## src/rtl/divisor_secuencial_if.sv

```systemverilog
// Start/busy/done handshake and operand/result bus of the sequential divider.
// The ALU control FSM drives the master side; the divider implements the slave side.
interface divisor_secuencial_if #(
    parameter int N = 4
);
    logic         start_i;
    logic [N-1:0] dividendo_i;
    logic [N-1:0] divisor_i;
    logic [N-1:0] cociente_o;
    logic [N-1:0] residuo_o;
    logic         div_cero_o;
    logic         busy_o;
    logic         done_o;

    modport master (
        output start_i, dividendo_i, divisor_i,
        input  cociente_o, residuo_o, div_cero_o, busy_o, done_o
    );

    modport slave (
        input  start_i, dividendo_i, divisor_i,
        output cociente_o, residuo_o, div_cero_o, busy_o, done_o
    );
endinterface

```

## src/rtl/divisor_secuencial.sv

```systemverilog
// Unsigned restoring divider: one quotient bit per clock from an (N+1)-bit trial
// subtraction done as an add of the negated divisor (carry-out = 1 means no borrow).
module divisor_secuencial #(
    parameter int N = 4
) (
    input logic                clk_i,
    input logic                rst_n_i,
    divisor_secuencial_if.slave bus
);

    localparam int CW = (N > 2) ? $clog2(N) : 1;

    typedef enum logic [1:0] {
        IDLE = 2'd0,
        RUN  = 2'd1,
        DONE = 2'd2
    } state_t;

    state_t        state_q, state_d;
    logic [N-1:0]  d_q, d_d;
    logic [N-1:0]  q_q, q_d;
    logic [N:0]    r_q, r_d;
    logic [CW-1:0] cnt_q, cnt_d;
    logic [N-1:0]  cociente_q, cociente_d;
    logic [N-1:0]  residuo_q, residuo_d;
    logic          div_cero_q, div_cero_d;

    logic          accept;
    logic          divisor_cero;
    logic [N:0]    rs;
    logic [N:0]    neg_d;
    logic [N+1:0]  trial;
    logic          qbit;
    logic [N:0]    r_next;
    logic [N-1:0]  q_next;
    logic          r_msb_unused;

    // A request is only seen while no division is in flight; DONE accepts back-to-back.
    assign accept       = bus.start_i && (state_q != RUN);
    assign divisor_cero = (bus.divisor_i == '0);

    // The partial remainder never reaches D, so its top bit is never shifted back in.
    assign r_msb_unused = r_q[N];

    // Trial subtraction, same structure as the ALU subtractor stage.
    always_comb begin
        rs     = {r_q[N-1:0], q_q[N-1]};
        neg_d  = ~{1'b0, d_q} + (N+1)'(1);
        trial  = {1'b0, rs} + {1'b0, neg_d};
        qbit   = trial[N+1];
        r_next = qbit ? trial[N:0] : rs;
        q_next = {q_q[N-2:0], qbit};
    end

    always_ff @(posedge clk_i) begin
        if (!rst_n_i) begin
            state_q <= IDLE;
        end else begin
            state_q <= state_d;
        end
    end

    always_comb begin
        state_d = state_q;
        case (state_q)
            IDLE, DONE: begin
                if (bus.start_i) begin
                    state_d = divisor_cero ? DONE : RUN;
                end else begin
                    state_d = IDLE;
                end
            end
            RUN: begin
                if (cnt_q == '0) begin
                    state_d = DONE;
                end
            end
            default: state_d = IDLE;
        endcase
    end

    always_comb begin
        bus.busy_o = (state_q == RUN);
        bus.done_o = (state_q == DONE);
    end

    always_comb begin
        d_d        = d_q;
        q_d        = q_q;
        r_d        = r_q;
        cnt_d      = cnt_q;
        cociente_d = cociente_q;
        residuo_d  = residuo_q;
        div_cero_d = div_cero_q;
        if (accept) begin
            d_d        = bus.divisor_i;
            q_d        = bus.dividendo_i;
            r_d        = '0;
            cnt_d      = CW'(N - 1);
            div_cero_d = 1'b0;
            // Division by zero skips RUN and reports straight away.
            if (divisor_cero) begin
                cociente_d = '1;
                residuo_d  = bus.dividendo_i;
                div_cero_d = 1'b1;
            end
        end else if (state_q == RUN) begin
            q_d   = q_next;
            r_d   = r_next;
            cnt_d = cnt_q - CW'(1);
            if (cnt_q == '0) begin
                cociente_d = q_next;
                residuo_d  = r_next[N-1:0];
            end
        end
    end

    always_ff @(posedge clk_i) begin
        if (!rst_n_i) begin
            d_q        <= '0;
            q_q        <= '0;
            r_q        <= '0;
            cnt_q      <= '0;
            cociente_q <= '0;
            residuo_q  <= '0;
            div_cero_q <= 1'b0;
        end else begin
            d_q        <= d_d;
            q_q        <= q_d;
            r_q        <= r_d;
            cnt_q      <= cnt_d;
            cociente_q <= cociente_d;
            residuo_q  <= residuo_d;
            div_cero_q <= div_cero_d;
        end
    end

    assign bus.cociente_o = cociente_q;
    assign bus.residuo_o  = residuo_q;
    assign bus.div_cero_o = div_cero_q;

endmodule

```

## src/flat_wrapper.sv

```systemverilog
// flat-port wrapper written by rule: the top's interface ports become plain ports
module divisor_secuencial_flat 
#(
    parameter int N = 4
)
  (clk_i, rst_n_i, bus_start_i, bus_dividendo_i, bus_divisor_i, bus_cociente_o, bus_residuo_o, bus_div_cero_o, bus_busy_o, bus_done_o);
  divisor_secuencial_if #(.N(N)) bus_i ();
  input logic clk_i;
  input logic rst_n_i;
  input wire logic [$bits(bus_i.start_i)-1:0] bus_start_i;
  input wire logic [$bits(bus_i.dividendo_i)-1:0] bus_dividendo_i;
  input wire logic [$bits(bus_i.divisor_i)-1:0] bus_divisor_i;
  output wire logic [$bits(bus_i.cociente_o)-1:0] bus_cociente_o;
  output wire logic [$bits(bus_i.residuo_o)-1:0] bus_residuo_o;
  output wire logic [$bits(bus_i.div_cero_o)-1:0] bus_div_cero_o;
  output wire logic [$bits(bus_i.busy_o)-1:0] bus_busy_o;
  output wire logic [$bits(bus_i.done_o)-1:0] bus_done_o;
  assign bus_i.start_i = bus_start_i;
  assign bus_i.dividendo_i = bus_dividendo_i;
  assign bus_i.divisor_i = bus_divisor_i;
  assign bus_cociente_o = bus_i.cociente_o;
  assign bus_residuo_o = bus_i.residuo_o;
  assign bus_div_cero_o = bus_i.div_cero_o;
  assign bus_busy_o = bus_i.busy_o;
  assign bus_done_o = bus_i.done_o;
  divisor_secuencial #(.N(N)) u_core (.clk_i(clk_i), .rst_n_i(rst_n_i), .bus(bus_i));
endmodule
```

## config.mk

```make
export PLATFORM = sky130hd
export DESIGN_NAME = divisor_secuencial_flat
export DESIGN_NICKNAME = d
export VERILOG_FILES = /design/src/rtl/divisor_secuencial_if.sv /design/src/rtl/divisor_secuencial.sv /design/src/flat_wrapper.sv
export SDC_FILE = /design/constraint.sdc
export NUM_CORES = 1
export LEC_CHECK = 0
export CAP_MARGIN = 0
export CELL_PAD_IN_SITES_DETAIL_PLACEMENT = 0
export CELL_PAD_IN_SITES_GLOBAL_PLACEMENT = 1
export CORE_ASPECT_RATIO = 0.75
export CORE_MARGIN = 2
export CORE_UTILIZATION = 39
export DETAILED_ROUTE_END_ITERATION = 6
export PLACE_DENSITY_LB_ADDON = 0.1
export SYNTH_ARGS = -nofsm -noshare
export SYNTH_HDL_FRONTEND = slang
export SYNTH_SLANG_ARGS = --single-unit
```

## constraint.sdc

```tcl
create_clock -name clk_i -period 2.3 [get_ports clk_i]
set_input_delay 0.345 -clock clk_i [delete_from_list [all_inputs] [get_ports clk_i]]
set_output_delay 0.345 -clock clk_i [all_outputs]
set_load 0.03 [all_outputs]
```

; Word level (Yosys, flattened, before mapping)
; Index checks and enable logic that the tools add are counted.
[word_totals]
input_bits = 11
latchBits = 0
ff_bits = 25
out_inout_bits = 11
word_cells = 45
mem_bits_rw = 0
mem_bits_ro = 0
mem_count = 0
[op_classes]
reduce_logical = 9
muxes = 18
n_div = 0
multipliers = 0
n_eq_ne = 5
n_lt_le_gt_ge = 0
shifts = 0
bitwise_logic = 2
n_addsub = 3
[op_table]
columns = cell, count
row1 = $mux 4, 11
row2 = $mux 2, 5
row3 = $add 5x5->6, 1
row4 = $add 5x1->5 const B, 1
row5 = $not 4->5, 1
row6 = $logic_not 2->1, 2
row7 = $logic_not 4->1, 1
row8 = $ne 2x1->1 const B, 2
row9 = $pmux 2 s2, 1
row10 = $reduce_bool 2->1, 2
row11 = $reduce_or 2->1, 2
row12 = $reduce_and 3->1, 1
row13 = $eq 2x1->1 const B, 1
row14 = $eq 2x2->1 const B, 1
row15 = $ne 2x2->1 const B, 1
row16 = $sub 2x1->2 const B, 1
row17 = $logic_and 1x1->1, 1
row18 = $mux 1, 1
row19 = $not 1->1, 1

; Depth between registers and ports, before layout
; Gate-level depths: netlist (run 1).
[depth]
word_depth = 7
ltp_mapped = 9
ltp_nobuf = 9

; Worst setup path before layout (run 1)
; No wires, ideal clock.
[synth_timing]
path_kind = reg2reg
start = register u_core.d_q[0]
end = register u_core.residuo_q[2], in the netlist u_core.bus.residuo_o[2]
period_less_slack_ps = 1991
t_arrival_ps = 1858
stages_incl_launch_ff = 9
path_slack_ps = 309
t_required_ps = 2166
path_buffers = 0
setup_time_ps = 134
path_cell_list = dfxtp_1 > inv_1 > ha_1 > ha_1 > a21oi_1 > nor2_1 > a31oi_4 > mux2i_1 > a311oi_2
[synth_between]
elab_chain_cells = 7
[synth_rtl]
columns = element, line
row1 = "start, declared", divisor_secuencial.sv:20  ; logic [N-1:0] d_q, d_d;
row2 = "start signal, assigned", divisor_secuencial.sv:120  ; d_q <= '0;
row3 = "start signal, assigned", divisor_secuencial.sv:128  ; d_q <= d_d;
row4 = $not 4->5, divisor_secuencial.sv:48  ; neg_d = ~{1'b0, d_q} + (N+1)'(1);
row5 = $add 5x1->5, divisor_secuencial.sv:48
row6 = $add 5x5->6, divisor_secuencial.sv:49  ; trial = {1'b0, rs} + {1'b0, neg_d};
row7 = $mux 4, divisor_secuencial.sv:51  ; r_next = qbit ? trial[N:0] : rs;
row8 = $mux 4, divisor_secuencial.sv:111  ; if (cnt_q == '0) begin
row9 = $mux 4, divisor_secuencial.sv:107  ; end else if (state_q == RUN) begin
row10 = $mux 4, divisor_secuencial.sv:95  ; if (accept) begin
row11 = "end signal, assigned", divisor_secuencial.sv:133  ; residuo_q <= residuo_d;
row12 = "end, declared", divisor_secuencial.sv:25  ; logic [N-1:0] residuo_q, residuo_d;
; No other way between the ends. The select of a mux whose other input is x is not followed.
; A chain may end at the register's enable or synchronous reset.

; Worst setup path after layout (run 1)
[layout_timing]
start = register u_core.d_q[0]
end = register u_core.residuo_q[0], in the netlist u_core.bus.residuo_o[0]
; Same word-level chain as after synthesis.

==> impl_metrics.tcl, run 1 <==
set metrics [dict create \
    cts_sinks 25 \
    outcome "complete, no violations" \
    yosysTopAreaCellShare 0.398 \
    final-setup-viol-count 0 \
    crit_path_frequent_cell "ha_1" \
    io_pins 22 \
    drive_gt1_frac 0.130 \
    finalCritPeriodShare 0.958 \
    seq_area_frac_synth 0.398 \
    drt_pre_antenna_iters 4 \
    min_path_type "reg2reg" \
    placed_cells 196 \
    fin_nets 182 \
    final_common_cell "dfxtp_1" \
    grt_max_degree 16 \
    multi_input_area_um2 714 \
    routed_wirelength_um 3000 \
    synth_top_family_by_area "compound AO/OA/AOI/OAI gates" \
    initial_core_util 0.420 \
    stdcell_area_um2 1590 \
    p_per_area_nw_per_um2 628 \
    final_util 0.529 \
    dieHeight_um 53.2 \
    grt_pass1_vias 1051 \
    crit_buf_inv 1 \
    yosysTopAreaCell "dfxtp_1" \
    path_cells "inv_1, ha_1, ha_1, a21oi_1, nor2_1, a31oi_4, mux2i_1, o221ai_1" \
    fin_skew_ps 9.46 \
    wire_per_inst_um 15.0 \
    cts_tree "built" \
    synthSimpleGateAreaFrac 0.183 \
    vias_per_cell 5.50 \
    p_leak_nw 0.625 \
    antenna_found_initial 0 \
    fp.coreArea_um2 3000 \
    gp_congestion 0.811 \
    fin_setup_tns_ps 0 \
    drv_cap 0 \
    cp_max_fo 5 \
    num_antenna_cells 0 \
    crit_required_ps 2460 \
    wl_met2_um 1340 \
    route.met3.wl_um 143 \
    netlist_area_um2 1260 \
    num_rows 17 \
    cp_top_family "adder cells" \
    clk_latency_ps 270 \
    top_layer_used "met4" \
    synthAdderAreaFrac 0.0855 \
    grt_use_total 0.178 \
    cp_slowest_stage_delay_ps 390 \
    relSlewSlack 0.667 \
    tightest_slew_ps 499 \
    gr-total-overflow 0 \
    place_worst_setup_slack_ps 136 \
    dieArea_um2 3700 \
    synth_xor_area_frac 0.0209 \
    drt_iter0_drc 60 \
    drc 0 \
    portBuffers 21 \
    period_minus_slack_ps 2200 \
    layout.cells.non_filler 200 \
    vias 1100 \
    synth-compound-area-share 0.225 \
    layout_common_cells "dfxtp_1, clkdlybuf4s50_1, nand2_1" \
    ys_ff_latch 25 \
    fillers 266 \
    path_class "reg2reg" \
    crit_arrival_ps 2360 \
    postRouteAntennaNets 0 \
    synth_top_cells_by_area "dfxtp_1, ha_1, nand2_1" \
    fin_ws_ps 97.4 \
    power_uw 995 \
    grt_pass1_wl_um 5020 \
    syn_nets 156 \
    hpwl_um 2250 \
    hold_violations 0 \
    synth_cell_types 40 \
    met1_length_um 1480 \
    path_depth 8 \
    area_growth_syn_to_layout_pct 25.9 \
    synth_cells 137 \
    slew_violations 0 \
    cts_buffer_depth 2 \
    htree_num_levels 1 \
    peakVddDrop_v 0.000356 \
    reg2reg_depth 8 \
    timing.fmax_ghz 0.454 \
    hold_ws_ps 465 \
    avgSynthCellArea_um2 9.19 \
    clk_pin_slew_ps 90 \
    cp_slowest_cell "dfxtp_1" \
    dieWidth_um 69.6 \
    final-seq-area_um2 500 \
    endpoint_kind "flop" \
    synth-warning-count 0 \
    clockRootBuffer "clkbuf_8" \
    critPathLaunchType "flop" \
    synthMuxAreaShare 0.0477 \
    cts_buffers 3 \
    whs_path_depth 2 \
    place_area_um2 1530 \
]
[synthesized netlist by cell type (all sizes together)]
master / count
and3: 1
o22ai: 2
o21bai: 1
o221ai: 2
a311oi: 2
nand3b: 1
buf: 4
fa: 1
xnor2: 2
nor4: 1
nand4: 2
mux2i: 6
o32ai: 1
a211oi: 9
ha: 7
o211ai: 1
dfxtp: 25
inv: 8
a31oi: 2
o31ai: 1
nand2: 20
nor2: 11
o221a: 3
clkbuf: 1
a21oi: 8
xor2: 1
a211o: 1
o32a: 1
nor3: 3
nand3: 5
nand2b: 1
o21ai: 1
nor2b: 2
[worst reg2reg max path: cells and delay by family, from the launching register on]
family	cells	cell delay [ps]
multiplexers	1	290
AND/OR/NAND/NOR	1	100
AO/OA/AOI/OAI	3	620
buffers and inverters	1	60
adder cells (fa/ha/maj)	2	620
flip-flops	1	390
[kinds of logic (layout without fill, tap and decap cells)]
group	Yosys count	after routing
mux	6	6
simple gates	47	47
xor+xnor	3	3
buf+inv	13	38
compound gates	35	35
flops	25	25
fa+ha+maj	8	8
[path summary, 6_finish.rpt]
path	slack [ps]	from	endpoint
setup reg to reg	100	u_core.d_q[0]	u_core.bus.residuo_o[0]
setup / recovery	100	u_core.d_q[0]	u_core.bus.residuo_o[0]
hold / removal	470	u_core.bus.div_cero_o	u_core.bus.div_cero_o
hold reg to reg	470	u_core.bus.div_cero_o	u_core.bus.div_cero_o
[area by class of cell]
class / count / area share
Clock buffer: 4 / 0.0284
Timing Repair Buffer: 26 / 0.156
Tap cell: 38 / 0.0300
Multi-Input combinational cell: 99 / 0.451
Sequential cell: 25 / 0.316
Inverter: 8 / 0.0189
[flip-flops by register name, summed over array words and instances (netlist names)]
signal,cells
u_core.bus.cociente_o,4
u_core.state_q,2
u_core.cnt_q,2
u_core.bus.div_cero_o,1
u_core.bus.residuo_o,4
u_core.q_q,4
u_core.r_q,4
u_core.d_q,4
[routing by layer]
layer	vias to the layer above	GRT usage
li1	554	-
met1	514	0.227
met2	30	0.301
met3	2	0.0457
met4	0	0.0490
met5	-	0
[report_power, final]
part	internal (mW)	switching, mW	leakage, nW
logic	0.105	0.139	0.397
registers	0.463	0.0229	0.205
clock network	0.124	0.141	0.0228
total	0.692	0.303	0.625
[timing repair]
| item | CTS | global route |
|---|---|---|
| endpoints found under the setup margin | 0 | 2 |
| hold buffers | 0 | 0 |
| resized for setup | 0 | 2 |
| setup buffers | 0 | 0 |
Note: power is estimated with default switching activity, not from simulation.
==> run 2: changes to the inputs <==
--- a/config.mk
+++ b/config.mk
@@ -9,7 +9,7 @@
 export CELL_PAD_IN_SITES_DETAIL_PLACEMENT = 0
 export CELL_PAD_IN_SITES_GLOBAL_PLACEMENT = 1
 export CORE_ASPECT_RATIO = 0.75
-export CORE_MARGIN = 2
+export CORE_MARGIN = 5
 export CORE_UTILIZATION = 39
 export DETAILED_ROUTE_END_ITERATION = 6
 export PLACE_DENSITY_LB_ADDON = 0.1
==> run 2 against run 1 <==
Effect of this change: final area grew 0.32%; die area grew 21%; register-to-register slack gained 70 ps; via count shrank 1.7%; first-iteration DRC count grew 12%; maximum frequency grew 3.2%; critical path type unchanged; highest routed layer unchanged.
==> impl_metrics.tcl, run 2 (same netlist as run 1, synthesis figures left out) <==
set metrics [dict create \
    outcome "complete, no violations" \
    cts_tree "built" \
    gr-total-overflow 0 \
    portBuffers 21 \
    min_from "u_core.bus.div_cero_o" \
    p_per_area_nw_per_um2 624 \
    finalCritPeriodShare 0.928 \
    drt_iter0_drc 67 \
    cts_setup_buffers 0 \
    crit_required_ps 2450 \
    dieArea_um2 4480 \
    critPathLaunchType "flop" \
    cp_max_fo 5 \
    crit_arrival_ps 2280 \
    grt_use_total 0.150 \
    vias 1081 \
    initial_core_util 0.417 \
    routed_wirelength_um 2990 \
    rrSetupSlack_ps 160 \
    num_antenna_cells 0 \
    peakVddDrop_v 0.000417 \
    min_path_type "reg2reg" \
    vias_per_cell 5.41 \
    area_growth_syn_to_layout_pct 26.3 \
    grt_pass1_wl_um 5100 \
    postRouteAntennaNets 0 \
    slew_violations 0 \
    fin_setup_tns_ps 0 \
    whs_path_depth 2 \
    p_leak_nw 0.620 \
    r2r_end "u_core.bus.residuo_o[2]" \
    drv_cap 0 \
    grt_pass1_vias 1061 \
    cts_buffers 3 \
    endpoint_kind "flop" \
    relSlewSlack 0.658 \
    r2r-start "u_core.d_q[0]" \
    cts_sinks 25 \
    drive_gt1_frac 0.142 \
    hpwl_um 2320 \
    fin_skew_ps 6.56 \
    num_rows 17 \
    reg2reg_depth 8 \
    wire_per_inst_um 14.9 \
    gp_congestion 0.855 \
    rsz0062_at_grt "false" \
    path_class "reg2reg" \
    cts_buffer_depth 2 \
    cts_hold_buf 0 \
    dieHeight_um 59.2 \
    timing.fmax_ghz 0.468 \
    clk_pin_slew_ps 90 \
    tightest_slew_ps 512 \
    stdcell_area_um2 1590 \
    postCtsResizedCells 0 \
    clk_latency_ps 270 \
    hold_violations 0 \
    fp.coreArea_um2 3020 \
    hold_end "u_core.bus.div_cero_o" \
    grt_max_degree 19 \
    io_pins 22 \
    place_area_um2 1530 \
    period_minus_slack_ps 2140 \
    fillers 281 \
    dieWidth_um 75.6 \
    antenna_found_initial 0 \
    htree_num_levels 1 \
    fin_nets 182 \
    final-setup-viol-count 0 \
    layout_common_cells "dfxtp_1, clkdlybuf4s50_1, nand2_1" \
    drt_pre_antenna_iters 5 \
    drc 0 \
    clockRootBuffer "clkbuf_8" \
    final_common_cell "dfxtp_1" \
]
## run 2: layout make-up
type / instances / area, um2 / area share
inverters: 8 / 30.0 / 0.0189
well taps: 38 / 47.5 / 0.0299
repair buffers: 26 / 248 / 0.156
flip-flops and latches: 25 / 502 / 0.315
clock buffers: 4 / 45.0 / 0.0283
multi-input cells: 99 / 718 / 0.452
## run 2: how the worst max path moves through the flow
stage / start / endpoint / slack (ps)
after detailed placement: u_core.d_q[0] / u_core.bus.residuo_o[0] / 120
after global placement: u_core.d_q[0] / u_core.bus.residuo_o[0] / 200
after CTS: u_core.d_q[0] / u_core.bus.residuo_o[0] / 110
final: u_core.d_q[0] / u_core.bus.residuo_o[2] / 160
after floorplan: u_core.d_q[0] / u_core.bus.residuo_o[2] / 310
after global routing: u_core.d_q[1] / u_core.bus.residuo_o[1] / 20
## run 2: worst max-delay path, stage by stage, from the launching register on
cell and delay, ps:
dfxtp_2 360, inv_1 50, ha_1 330, ha_1 280, a21oi_1 190, nor2_1 90, a31oi_4 280, mux2i_2 310
a311oi_2 120
## run 2: metal layers
| metal | part of all wire | track usage | vias to the layer above |
|---|---|---|---|
| li1 | - | - | 552 |
| met3 | 0.038 | 0.0424 | 6 |
| met2 | 0.45 | 0.226 | 21 |
| met4 | 0.0090 | 0.0224 | 0 |
| met5 | 0 | 0 | - |
| met1 | 0.51 | 0.216 | 502 |
## run 2: through the flow
step / power (mW) / setup WS, ps / hold WS (ps) / cells / utilization
floorplan: 0.645 / 309 / 443 / 137 / -
global placement: 0.731 / 203 / 448 / 196 / 0.507
detailed placement: 0.735 / 121 / 466 / 196 / 0.507
CTS: 0.999 / 106 / 482 / 200 / 0.522
global route: 1.05 / 18.9 / 506 / 200 / 0.527
finish: 0.992 / 165 / 477 / 200 / 0.527
## run 2: report_power, final
part	switching (mW)	internal, mW	leakage [nW]
clock	0.138	0.124	0.0228
combinational	0.139	0.105	0.392
sequential	0.0233	0.463	0.205
total	0.300	0.692	0.620
